==> config.mk <==
export PLATFORM = sky130hd
export DESIGN_NAME = core2axi_pipe_flat
export DESIGN_NICKNAME = d
export VERILOG_FILES = /design/src/rtl/core2axi_pipe_if.sv /design/src/rtl/core2axi_pipe.sv /design/src/flat_wrapper.sv
export SDC_FILE = /design/constraint.sdc
export NUM_CORES = 1
export LEC_CHECK = 0
export CORE_AREA = 2 2 141 143
export DETAILED_ROUTE_END_ITERATION = 16
export DIE_AREA = 0 0 143 145
export DONT_BUFFER_PORTS = 1
export GPL_ROUTABILITY_DRIVEN = 0
export GPL_TIMING_DRIVEN = 1
export SYNTH_ARGS = -nofsm -noshare
export SYNTH_HDL_FRONTEND = slang
export SYNTH_SLANG_ARGS = --single-unit
==> constraint.sdc <==
create_clock -name clk_i -period 3.5 [get_ports clk_i]
set_input_delay 0.7 -clock clk_i [delete_from_list [all_inputs] [get_ports clk_i]]
set_output_delay 0.7 -clock clk_i [all_outputs]
set_load 0.01 [all_outputs]
==> src/rtl/core2axi_pipe_if.sv <==
// AXI4 bus bundle used by the core2axi_pipe bridge; Master/Slave modports.
interface AXI_BUS #(
  parameter int AXI_ADDR_WIDTH = 32,
  parameter int AXI_DATA_WIDTH = 32,
  parameter int AXI_ID_WIDTH   = 6,
  parameter int AXI_USER_WIDTH = 6
);
  localparam int AXI_STRB_WIDTH = AXI_DATA_WIDTH / 8;

  logic [AXI_ID_WIDTH-1:0]   aw_id;
  logic [AXI_ADDR_WIDTH-1:0] aw_addr;
  logic [7:0]                aw_len;
  logic [2:0]                aw_size;
  logic [1:0]                aw_burst;
  logic                      aw_lock;
  logic [3:0]                aw_cache;
  logic [2:0]                aw_prot;
  logic [3:0]                aw_region;
  logic [3:0]                aw_qos;
  logic [AXI_USER_WIDTH-1:0] aw_user;
  logic                      aw_valid;
  logic                      aw_ready;

  logic [AXI_DATA_WIDTH-1:0] w_data;
  logic [AXI_STRB_WIDTH-1:0] w_strb;
  logic                      w_last;
  logic [AXI_USER_WIDTH-1:0] w_user;
  logic                      w_valid;
  logic                      w_ready;

  logic [AXI_ID_WIDTH-1:0]   b_id;
  logic [1:0]                b_resp;
  logic [AXI_USER_WIDTH-1:0] b_user;
  logic                      b_valid;
  logic                      b_ready;

  logic [AXI_ID_WIDTH-1:0]   ar_id;
  logic [AXI_ADDR_WIDTH-1:0] ar_addr;
  logic [7:0]                ar_len;
  logic [2:0]                ar_size;
  logic [1:0]                ar_burst;
  logic                      ar_lock;
  logic [3:0]                ar_cache;
  logic [2:0]                ar_prot;
  logic [3:0]                ar_region;
  logic [3:0]                ar_qos;
  logic [AXI_USER_WIDTH-1:0] ar_user;
  logic                      ar_valid;
  logic                      ar_ready;

  logic [AXI_ID_WIDTH-1:0]   r_id;
  logic [AXI_DATA_WIDTH-1:0] r_data;
  logic [1:0]                r_resp;
  logic                      r_last;
  logic [AXI_USER_WIDTH-1:0] r_user;
  logic                      r_valid;
  logic                      r_ready;

  modport Master (
    output aw_id, aw_addr, aw_len, aw_size, aw_burst, aw_lock, aw_cache, aw_prot,
           aw_region, aw_qos, aw_user, aw_valid,
    input  aw_ready,
    output w_data, w_strb, w_last, w_user, w_valid,
    input  w_ready,
    input  b_id, b_resp, b_user, b_valid,
    output b_ready,
    output ar_id, ar_addr, ar_len, ar_size, ar_burst, ar_lock, ar_cache, ar_prot,
           ar_region, ar_qos, ar_user, ar_valid,
    input  ar_ready,
    input  r_id, r_data, r_resp, r_last, r_user, r_valid,
    output r_ready
  );

  modport Slave (
    input  aw_id, aw_addr, aw_len, aw_size, aw_burst, aw_lock, aw_cache, aw_prot,
           aw_region, aw_qos, aw_user, aw_valid,
    output aw_ready,
    input  w_data, w_strb, w_last, w_user, w_valid,
    output w_ready,
    output b_id, b_resp, b_user, b_valid,
    input  b_ready,
    input  ar_id, ar_addr, ar_len, ar_size, ar_burst, ar_lock, ar_cache, ar_prot,
           ar_region, ar_qos, ar_user, ar_valid,
    output ar_ready,
    output r_id, r_data, r_resp, r_last, r_user, r_valid,
    input  r_ready
  );
endinterface

==> src/rtl/core2axi_pipe.sv <==
// Pipelined core LSU (req/gnt/rvalid) to AXI4 master bridge, up to MAX_OUTSTANDING beats in flight.
// Optional error reporting port data_err_o is enabled by defining CORE2AXI_PIPE_ERR_EN.
module core2axi_pipe #(
  parameter int AXI_ADDR_WIDTH  = 32,
  parameter int AXI_DATA_WIDTH  = 32,
  parameter int AXI_ID_WIDTH    = 6,
  parameter int AXI_USER_WIDTH  = 6,
  parameter int MAX_OUTSTANDING = 4
) (
  input  logic                      clk_i,
  input  logic                      rst_ni,
  input  logic                      data_req_i,
  output logic                      data_gnt_o,
  output logic                      data_rvalid_o,
  input  logic [AXI_ADDR_WIDTH-1:0] data_addr_i,
  input  logic                      data_we_i,
  input  logic [3:0]                data_be_i,
  input  logic [31:0]               data_wdata_i,
  output logic [31:0]               data_rdata_o,
`ifdef CORE2AXI_PIPE_ERR_EN
  output logic                      data_err_o,
`endif
  AXI_BUS.Master                    master
);

  localparam int CNT_W = $clog2(MAX_OUTSTANDING) + 1;
  localparam int PTR_W = (MAX_OUTSTANDING > 1) ? $clog2(MAX_OUTSTANDING) : 1;

  function automatic logic [7:0] steer_strb64(input logic [3:0] be, input logic upper);
    return upper ? {be, 4'b0000} : {4'b0000, be};
  endfunction

  function automatic logic [31:0] pick_word64(input logic [63:0] d, input logic upper);
    return upper ? d[63:32] : d[31:0];
  endfunction

  logic                      ar_pend_p1, aw_pend_p1, w_pend_p1;
  logic                      out_we_q;
  logic [CNT_W-1:0]          cnt_q;
  logic [AXI_ADDR_WIDTH-1:0] addr_p1;
  logic [31:0]               wdata_p1;
  logic [3:0]                be_p1;
  logic                      rvalid_p2;
  logic [31:0]               rdata_p2;
  logic [31:0]               rdata_sel;

  logic aw_hs, w_hs, ar_hs, r_hs, b_hs;
  logic slot_free, type_ok, room_ok, gnt, rsp_acc;

  assign aw_hs = aw_pend_p1 & master.aw_ready;
  assign w_hs  = w_pend_p1  & master.w_ready;
  assign ar_hs = ar_pend_p1 & master.ar_ready;
  assign r_hs  = master.r_valid;
  assign b_hs  = master.b_valid;

  // Slot counts as free when every still-pending channel of the issue register handshakes now.
  assign slot_free = (~aw_pend_p1 | aw_hs) & (~w_pend_p1 | w_hs) & (~ar_pend_p1 | ar_hs);
  assign type_ok   = (cnt_q == '0) | (data_we_i == out_we_q);
  assign room_ok   = cnt_q < CNT_W'(MAX_OUTSTANDING);
  assign gnt       = data_req_i & slot_free & room_ok & type_ok;
  assign rsp_acc   = (r_hs | b_hs) & (cnt_q != '0);

  assign data_gnt_o = gnt;

  // Issue stage (p1): one request held until its AXI address/data channels complete
  always_ff @(posedge clk_i or negedge rst_ni) begin
    if (!rst_ni) begin
      ar_pend_p1 <= 1'b0;
      aw_pend_p1 <= 1'b0;
      w_pend_p1  <= 1'b0;
      out_we_q   <= 1'b0;
    end else if (gnt) begin
      ar_pend_p1 <= ~data_we_i;
      aw_pend_p1 <= data_we_i;
      w_pend_p1  <= data_we_i;
      out_we_q   <= data_we_i;
    end else begin
      if (ar_hs) ar_pend_p1 <= 1'b0;
      if (aw_hs) aw_pend_p1 <= 1'b0;
      if (w_hs)  w_pend_p1  <= 1'b0;
    end
  end

  always_ff @(posedge clk_i) begin
    if (gnt) begin
      addr_p1  <= data_addr_i;
      wdata_p1 <= data_wdata_i;
      be_p1    <= data_be_i;
    end
  end

  always_ff @(posedge clk_i or negedge rst_ni) begin
    if (!rst_ni) begin
      cnt_q <= '0;
    end else if (gnt && !rsp_acc) begin
      cnt_q <= cnt_q + CNT_W'(1);
    end else if (!gnt && rsp_acc) begin
      cnt_q <= cnt_q - CNT_W'(1);
    end
  end

  generate
    if (AXI_DATA_WIDTH == 64) begin : g_w64
      logic [MAX_OUTSTANDING-1:0] lane_mem;
      logic [PTR_W-1:0]           wr_ptr, rd_ptr;
      logic                       push, pop;

      assign push = gnt & ~data_we_i;
      assign pop  = r_hs & (cnt_q != '0);

      // Read lane FIFO: remembers addr[2] of each read so responses pick the right word.
      always_ff @(posedge clk_i or negedge rst_ni) begin
        if (!rst_ni) begin
          wr_ptr <= '0;
          rd_ptr <= '0;
        end else begin
          if (push) wr_ptr <= (wr_ptr == PTR_W'(MAX_OUTSTANDING - 1)) ? '0 : wr_ptr + PTR_W'(1);
          if (pop)  rd_ptr <= (rd_ptr == PTR_W'(MAX_OUTSTANDING - 1)) ? '0 : rd_ptr + PTR_W'(1);
        end
      end

      always_ff @(posedge clk_i) begin
        if (push) lane_mem[wr_ptr] <= data_addr_i[2];
      end

      assign master.w_data = {wdata_p1, wdata_p1};
      assign master.w_strb = steer_strb64(be_p1, addr_p1[2]);
      assign rdata_sel     = pick_word64(master.r_data, lane_mem[rd_ptr]);
    end else begin : g_w32
      assign master.w_data = wdata_p1;
      assign master.w_strb = be_p1;
      assign rdata_sel     = master.r_data;
    end
  endgenerate

  assign master.aw_id     = {AXI_ID_WIDTH{1'b0}};
  assign master.aw_addr   = addr_p1;
  assign master.aw_len    = 8'd0;
  assign master.aw_size   = 3'b010;
  assign master.aw_burst  = 2'b01;
  assign master.aw_lock   = 1'b0;
  assign master.aw_cache  = 4'd0;
  assign master.aw_prot   = 3'd0;
  assign master.aw_region = 4'd0;
  assign master.aw_qos    = 4'd0;
  assign master.aw_user   = {AXI_USER_WIDTH{1'b0}};
  assign master.aw_valid  = aw_pend_p1;

  assign master.w_last    = 1'b1;
  assign master.w_user    = {AXI_USER_WIDTH{1'b0}};
  assign master.w_valid   = w_pend_p1;

  assign master.b_ready   = 1'b1;

  assign master.ar_id     = {AXI_ID_WIDTH{1'b0}};
  assign master.ar_addr   = addr_p1;
  assign master.ar_len    = 8'd0;
  assign master.ar_size   = 3'b010;
  assign master.ar_burst  = 2'b01;
  assign master.ar_lock   = 1'b0;
  assign master.ar_cache  = 4'd0;
  assign master.ar_prot   = 3'd0;
  assign master.ar_region = 4'd0;
  assign master.ar_qos    = 4'd0;
  assign master.ar_user   = {AXI_USER_WIDTH{1'b0}};
  assign master.ar_valid  = ar_pend_p1;

  assign master.r_ready   = 1'b1;

  // Response stage (p2): registered pulse back to the core
  always_ff @(posedge clk_i or negedge rst_ni) begin
    if (!rst_ni) begin
      rvalid_p2 <= 1'b0;
      rdata_p2  <= '0;
    end else begin
      rvalid_p2 <= rsp_acc;
      if (rsp_acc && r_hs) rdata_p2 <= rdata_sel;
    end
  end

  assign data_rvalid_o = rvalid_p2;
  assign data_rdata_o  = rdata_p2;

`ifdef CORE2AXI_PIPE_ERR_EN
  logic err_p2;

  // resp[1] set means SLVERR or DECERR; a response with nothing outstanding is also an error.
  always_ff @(posedge clk_i or negedge rst_ni) begin
    if (!rst_ni) begin
      err_p2 <= 1'b0;
    end else begin
      err_p2 <= (r_hs & (master.r_resp[1] | (cnt_q == '0))) |
                (b_hs & (master.b_resp[1] | (cnt_q == '0)));
    end
  end

  assign data_err_o = err_p2;
`endif

endmodule

==> src/flat_wrapper.sv <==
// flat-port wrapper written by rule: the top's interface ports become plain ports
module core2axi_pipe_flat 
#(
  parameter int AXI_ADDR_WIDTH  = 32,
  parameter int AXI_DATA_WIDTH  = 32,
  parameter int AXI_ID_WIDTH    = 6,
  parameter int AXI_USER_WIDTH  = 6,
  parameter int MAX_OUTSTANDING = 4
)
  (clk_i, rst_ni, data_req_i, data_gnt_o, data_rvalid_o, data_addr_i, data_we_i, data_be_i, data_wdata_i, data_rdata_o, master_aw_id, master_aw_addr, master_aw_len, master_aw_size, master_aw_burst, master_aw_lock, master_aw_cache, master_aw_prot, master_aw_region, master_aw_qos, master_aw_user, master_aw_valid, master_aw_ready, master_w_data, master_w_strb, master_w_last, master_w_user, master_w_valid, master_w_ready, master_b_id, master_b_resp, master_b_user, master_b_valid, master_b_ready, master_ar_id, master_ar_addr, master_ar_len, master_ar_size, master_ar_burst, master_ar_lock, master_ar_cache, master_ar_prot, master_ar_region, master_ar_qos, master_ar_user, master_ar_valid, master_ar_ready, master_r_id, master_r_data, master_r_resp, master_r_last, master_r_user, master_r_valid, master_r_ready);
  AXI_BUS #(.AXI_ADDR_WIDTH(AXI_ADDR_WIDTH), .AXI_DATA_WIDTH(AXI_DATA_WIDTH), .AXI_ID_WIDTH(AXI_ID_WIDTH), .AXI_USER_WIDTH(AXI_USER_WIDTH)) master_i ();
  input  logic clk_i;
  input  logic rst_ni;
  input  logic data_req_i;
  output logic data_gnt_o;
  output logic data_rvalid_o;
  input  logic [AXI_ADDR_WIDTH-1:0] data_addr_i;
  input  logic data_we_i;
  input  logic [3:0] data_be_i;
  input  logic [31:0] data_wdata_i;
  output logic [31:0] data_rdata_o;
  output wire logic [$bits(master_i.aw_id)-1:0] master_aw_id;
  output wire logic [$bits(master_i.aw_addr)-1:0] master_aw_addr;
  output wire logic [$bits(master_i.aw_len)-1:0] master_aw_len;
  output wire logic [$bits(master_i.aw_size)-1:0] master_aw_size;
  output wire logic [$bits(master_i.aw_burst)-1:0] master_aw_burst;
  output wire logic [$bits(master_i.aw_lock)-1:0] master_aw_lock;
  output wire logic [$bits(master_i.aw_cache)-1:0] master_aw_cache;
  output wire logic [$bits(master_i.aw_prot)-1:0] master_aw_prot;
  output wire logic [$bits(master_i.aw_region)-1:0] master_aw_region;
  output wire logic [$bits(master_i.aw_qos)-1:0] master_aw_qos;
  output wire logic [$bits(master_i.aw_user)-1:0] master_aw_user;
  output wire logic [$bits(master_i.aw_valid)-1:0] master_aw_valid;
  input wire logic [$bits(master_i.aw_ready)-1:0] master_aw_ready;
  output wire logic [$bits(master_i.w_data)-1:0] master_w_data;
  output wire logic [$bits(master_i.w_strb)-1:0] master_w_strb;
  output wire logic [$bits(master_i.w_last)-1:0] master_w_last;
  output wire logic [$bits(master_i.w_user)-1:0] master_w_user;
  output wire logic [$bits(master_i.w_valid)-1:0] master_w_valid;
  input wire logic [$bits(master_i.w_ready)-1:0] master_w_ready;
  input wire logic [$bits(master_i.b_id)-1:0] master_b_id;
  input wire logic [$bits(master_i.b_resp)-1:0] master_b_resp;
  input wire logic [$bits(master_i.b_user)-1:0] master_b_user;
  input wire logic [$bits(master_i.b_valid)-1:0] master_b_valid;
  output wire logic [$bits(master_i.b_ready)-1:0] master_b_ready;
  output wire logic [$bits(master_i.ar_id)-1:0] master_ar_id;
  output wire logic [$bits(master_i.ar_addr)-1:0] master_ar_addr;
  output wire logic [$bits(master_i.ar_len)-1:0] master_ar_len;
  output wire logic [$bits(master_i.ar_size)-1:0] master_ar_size;
  output wire logic [$bits(master_i.ar_burst)-1:0] master_ar_burst;
  output wire logic [$bits(master_i.ar_lock)-1:0] master_ar_lock;
  output wire logic [$bits(master_i.ar_cache)-1:0] master_ar_cache;
  output wire logic [$bits(master_i.ar_prot)-1:0] master_ar_prot;
  output wire logic [$bits(master_i.ar_region)-1:0] master_ar_region;
  output wire logic [$bits(master_i.ar_qos)-1:0] master_ar_qos;
  output wire logic [$bits(master_i.ar_user)-1:0] master_ar_user;
  output wire logic [$bits(master_i.ar_valid)-1:0] master_ar_valid;
  input wire logic [$bits(master_i.ar_ready)-1:0] master_ar_ready;
  input wire logic [$bits(master_i.r_id)-1:0] master_r_id;
  input wire logic [$bits(master_i.r_data)-1:0] master_r_data;
  input wire logic [$bits(master_i.r_resp)-1:0] master_r_resp;
  input wire logic [$bits(master_i.r_last)-1:0] master_r_last;
  input wire logic [$bits(master_i.r_user)-1:0] master_r_user;
  input wire logic [$bits(master_i.r_valid)-1:0] master_r_valid;
  output wire logic [$bits(master_i.r_ready)-1:0] master_r_ready;
  assign master_aw_id = master_i.aw_id;
  assign master_aw_addr = master_i.aw_addr;
  assign master_aw_len = master_i.aw_len;
  assign master_aw_size = master_i.aw_size;
  assign master_aw_burst = master_i.aw_burst;
  assign master_aw_lock = master_i.aw_lock;
  assign master_aw_cache = master_i.aw_cache;
  assign master_aw_prot = master_i.aw_prot;
  assign master_aw_region = master_i.aw_region;
  assign master_aw_qos = master_i.aw_qos;
  assign master_aw_user = master_i.aw_user;
  assign master_aw_valid = master_i.aw_valid;
  assign master_i.aw_ready = master_aw_ready;
  assign master_w_data = master_i.w_data;
  assign master_w_strb = master_i.w_strb;
  assign master_w_last = master_i.w_last;
  assign master_w_user = master_i.w_user;
  assign master_w_valid = master_i.w_valid;
  assign master_i.w_ready = master_w_ready;
  assign master_i.b_id = master_b_id;
  assign master_i.b_resp = master_b_resp;
  assign master_i.b_user = master_b_user;
  assign master_i.b_valid = master_b_valid;
  assign master_b_ready = master_i.b_ready;
  assign master_ar_id = master_i.ar_id;
  assign master_ar_addr = master_i.ar_addr;
  assign master_ar_len = master_i.ar_len;
  assign master_ar_size = master_i.ar_size;
  assign master_ar_burst = master_i.ar_burst;
  assign master_ar_lock = master_i.ar_lock;
  assign master_ar_cache = master_i.ar_cache;
  assign master_ar_prot = master_i.ar_prot;
  assign master_ar_region = master_i.ar_region;
  assign master_ar_qos = master_i.ar_qos;
  assign master_ar_user = master_i.ar_user;
  assign master_ar_valid = master_i.ar_valid;
  assign master_i.ar_ready = master_ar_ready;
  assign master_i.r_id = master_r_id;
  assign master_i.r_data = master_r_data;
  assign master_i.r_resp = master_r_resp;
  assign master_i.r_last = master_r_last;
  assign master_i.r_user = master_r_user;
  assign master_i.r_valid = master_r_valid;
  assign master_r_ready = master_i.r_ready;
  core2axi_pipe #(.AXI_ADDR_WIDTH(AXI_ADDR_WIDTH), .AXI_DATA_WIDTH(AXI_DATA_WIDTH), .AXI_ID_WIDTH(AXI_ID_WIDTH), .AXI_USER_WIDTH(AXI_USER_WIDTH), .MAX_OUTSTANDING(MAX_OUTSTANDING)) u_core (.clk_i(clk_i), .rst_ni(rst_ni), .data_req_i(data_req_i), .data_gnt_o(data_gnt_o), .data_rvalid_o(data_rvalid_o), .data_addr_i(data_addr_i), .data_we_i(data_we_i), .data_be_i(data_be_i), .data_wdata_i(data_wdata_i), .data_rdata_o(data_rdata_o), .master(master_i));
endmodule
==> results by group <==
Floorplan
  – Die ar.: 20700 um^2
  – Die Span X: 143 um
  – Placement Rows: 51
  – Initial core utilization: about a quarter
  – CORE AREA: 19200 um^2
  – Die height: 145 um
  – Boundary Pins: 366

Logic synthesis
  – Library cells used by synthesis: 24
  – Mapped Area: ~4700 um^2
  – Syn Inst Count: 295
  – Top cell type by total area after synthesis: edfxtp_1
  – Seq/Total Area, Yosys: 64.5%
  – Post-Syn Area per Cell: 16.0 um^2
  – Post-synth top area share: 43.3%
  – Synth area leaders: edfxtp_1 43%, dfrtp_1 21%, buf_4 20%, mux2_4 9.6%, buf_12 1.3%
  – Warnings from Yosys: 0
  – Synthesis-stage register bit count: 108

Clock tree
  – Clock transition at the registers of the reported paths: 0.08 ns
  – CTS buffer count: 9
  – Post-CTS Setup Bufs: 0
  – Root Buffer: clkbuf_16
  – Worst-Skew Late Latency: between 0.3 and 0.4 ns
  – # clock sinks: 108
  – Htree depth: 3
  – Cts repair resizes: 0
  – CTS tree: yes
  – Cts hold-fix bufs: 0
  – CTS max path bufs: 2

Drt
  – Vias per cell: ~3.3
  – DRT antenna net count: 0
  – WL/cell: 17.1 um
  – Pre-Repair DR Iteration Count: 4
  – Vias: 1808
  – Remaining DRCs: 0
  – DR iter-0 viols: 73
  – Final wirelength: 9240 um

Run
  – Max cap viols: 0

Setup path
  – FF-to-FF path depth: 9
  – CP required: 2.80 ns
  – Startpoint types: flip-flop
  – Largest stage delay on the critical path: 0.43 ns
  – Setup CP Type: reg -> out
  – Critical Path, Cell by Cell: nor2b_1 -> nor4_1 -> and2_4 -> buf_12
  – WP data arrival: 1.93 ns
  – R2r setup slk: between 1 and 1.5 ns
  – CP Depth: 4
  – Critical path's top delay family: simple AND/OR/NAND/NOR gates
  – Worst-path maximum fanout: 71
  – Crit-path slowest cell: dfrtp_1
  – Worst R2R Start: u_core.master.ar_valid
  – FF-to-FF End: u_core.cnt_q[2]
  – Critical Path Sink Type: output port
  – WP buf/inv: 1

Global route
  – First-pass GRT wire length: 12200 um
  – Initial antenna violation count: 1
  – Total track usage: 8.41%
  – Vias in the first global route: between 1500 and 2000
  – Total grt overflow: 0
  – Pin count of the biggest net entering global routing: 72

Timing
  – F_max: 381 MHz
  – Final hold vios: 0
  – Unrepaired setup endpoints after global routing: false
  – Clock Skew: 0.00801 ns
  – Final period util: approximately 75%
  – Smallest hold slack: 0.0370 ns
  – Max Slew Vio Count: 0
  – Setup TNS: 0 ns
  – Setup Viol. Count Final: 0
  – Min Clock Period, post-route: 2.63 ns

Power
  – Worst ir drop on vdd: 0.226 mV
  – Leak Pwr: around 1.9 nW
  – Power Dens Cells: approximately 800 nW/um^2

Placed design
  – I/O Buffers: 0
  – DPL Wire Length: 6980 um

Layout
  – Layout area overhead: 0.133%
  – # nets final: 410
  – Fillers: 1976
  – Multi-input gate area: 1010 um^2
  – Reg area: 3040 um^2
  – Fraction of layout cells with a size suffix above 1: 19.6%

Min path
  – Min-Delay Path Class: in -> async

Outcome
  – Status: completed
==> through the flow <==
step	power [mW]	utilization (%)	setup WS, ns	std cells	cell area [um^2]
after floorplan	2.78	-	0.228	384	5050
after global placement	2.74	23.0	1.05	524	4420
after detailed placement	2.78	23.0	1.01	524	4420
after CTS	3.83	24.6	0.822	540	4720
after global routing	3.97	24.6	0.669	540	4720
final	3.74	24.6	0.874	541	4720
==> worst register-to-register path, stage by stage, from the launching register on <==
cell     delay (ns)
dfrtp_1        0.43
nor2b_1        0.17
nor4_1         0.37
and2_4         0.25
ha_1           0.18
inv_1          0.07
fa_1           0.37
xor2_1         0.15
nor2_1         0.11
xor2_1         0.15
==> sequential cells by signal, indices dropped and copies added (netlist names) <==
signal                  count
u_core.out_we_q             1
u_core.master.ar_valid      1
u_core.master.w_valid       1
u_core.master.w_strb        4
u_core.data_rdata_o        32
u_core.master.aw_valid      1
u_core.master.ar_addr      32
u_core.data_rvalid_o        1
u_core.cnt_q                3
u_core.master.w_data       32
==> per-layer routing <==
metal	track usage [%]	vias to the layer above	routed length [um]
li1	-	732	-
met5	0	-	0
met2	13.9	187	4730
met1	8.55	870	3270
met4	5.15	0	285
met3	3.83	19	950
==> power by group <==
group          leakage (nW)  switching [mW]  total, mW  internal [mW]
combinational         0.668           0.298      0.580          0.282
clock                 0.148           0.500       1.01          0.509
sequential             1.10           0.406       2.16           1.75
total                  1.91            1.20       3.74           2.54
==> synth_stat cells <==
library cell and n:
buf_4 123, edfxtp_1 68, dfrtp_1 40, mux2_4 30
inv_1 4, buf_12 3, mux2_2 3, nor2b_1 3
xor2_1 3, conb_1 2, nand2b_1 2, o21ai_0 2
a21o_1 1, and2_1 1, fa_1 1, ha_1 1
nand2_1 1, nand2_8 1, nand2b_2 1, nand3_1 1
nor2_1 1, nor4_1 1, or3_4 1, xnor2_1 1
==> worst max-delay path by stage <==
stage,endpoint,slack (ns),start
after floorplan,u_core.cnt_q[2],0.23,master_aw_ready
after global routing,data_gnt_o,0.67,u_core.master.aw_valid
after detailed placement,u_core.cnt_q[2],1.01,master_aw_ready
after global placement,u_core.cnt_q[2],1.05,master_aw_ready
after CTS,data_gnt_o,0.82,u_core.master.ar_valid
final,data_gnt_o,0.87,u_core.master.ar_valid
==> layout make-up <==
class / instances / area share [%]
sequential: 108 / 64.5
tap: 265 / 7.02
timing repair buffer: 1 / 0.424
inverter: 4 / 0.318
clock buffer: 9 / 4.77
antenna: 1 / 0.0530
multi-input combinational: 146 / 21.4
clock inverter: 7 / 1.56
==> cells in the final DEF, fill, tap and decap left out, drive strengths merged, types with 2 or more instances in the layout <==
cell type	instances
conb	91
edfxtp	68
dfrtp	40
mux2	33
clkbuf	9
inv	9
nor2b	3
xor2	3
nand2b	3
o21ai	2
nand2	2
clkinv	2
==> cell families after synthesis <==
group           Yosys count  synth area share (%)
buf+inv                 130                  21.2
flops                   108                  64.5
mux                      33                  10.3
simple gates             13                  2.04
xor+xnor                  4                 0.743
compound gates            3                 0.372
fa+ha+maj                 2                 0.690
other cells               2                 0.159
Note: power is estimated with default switching activity, not from simulation.
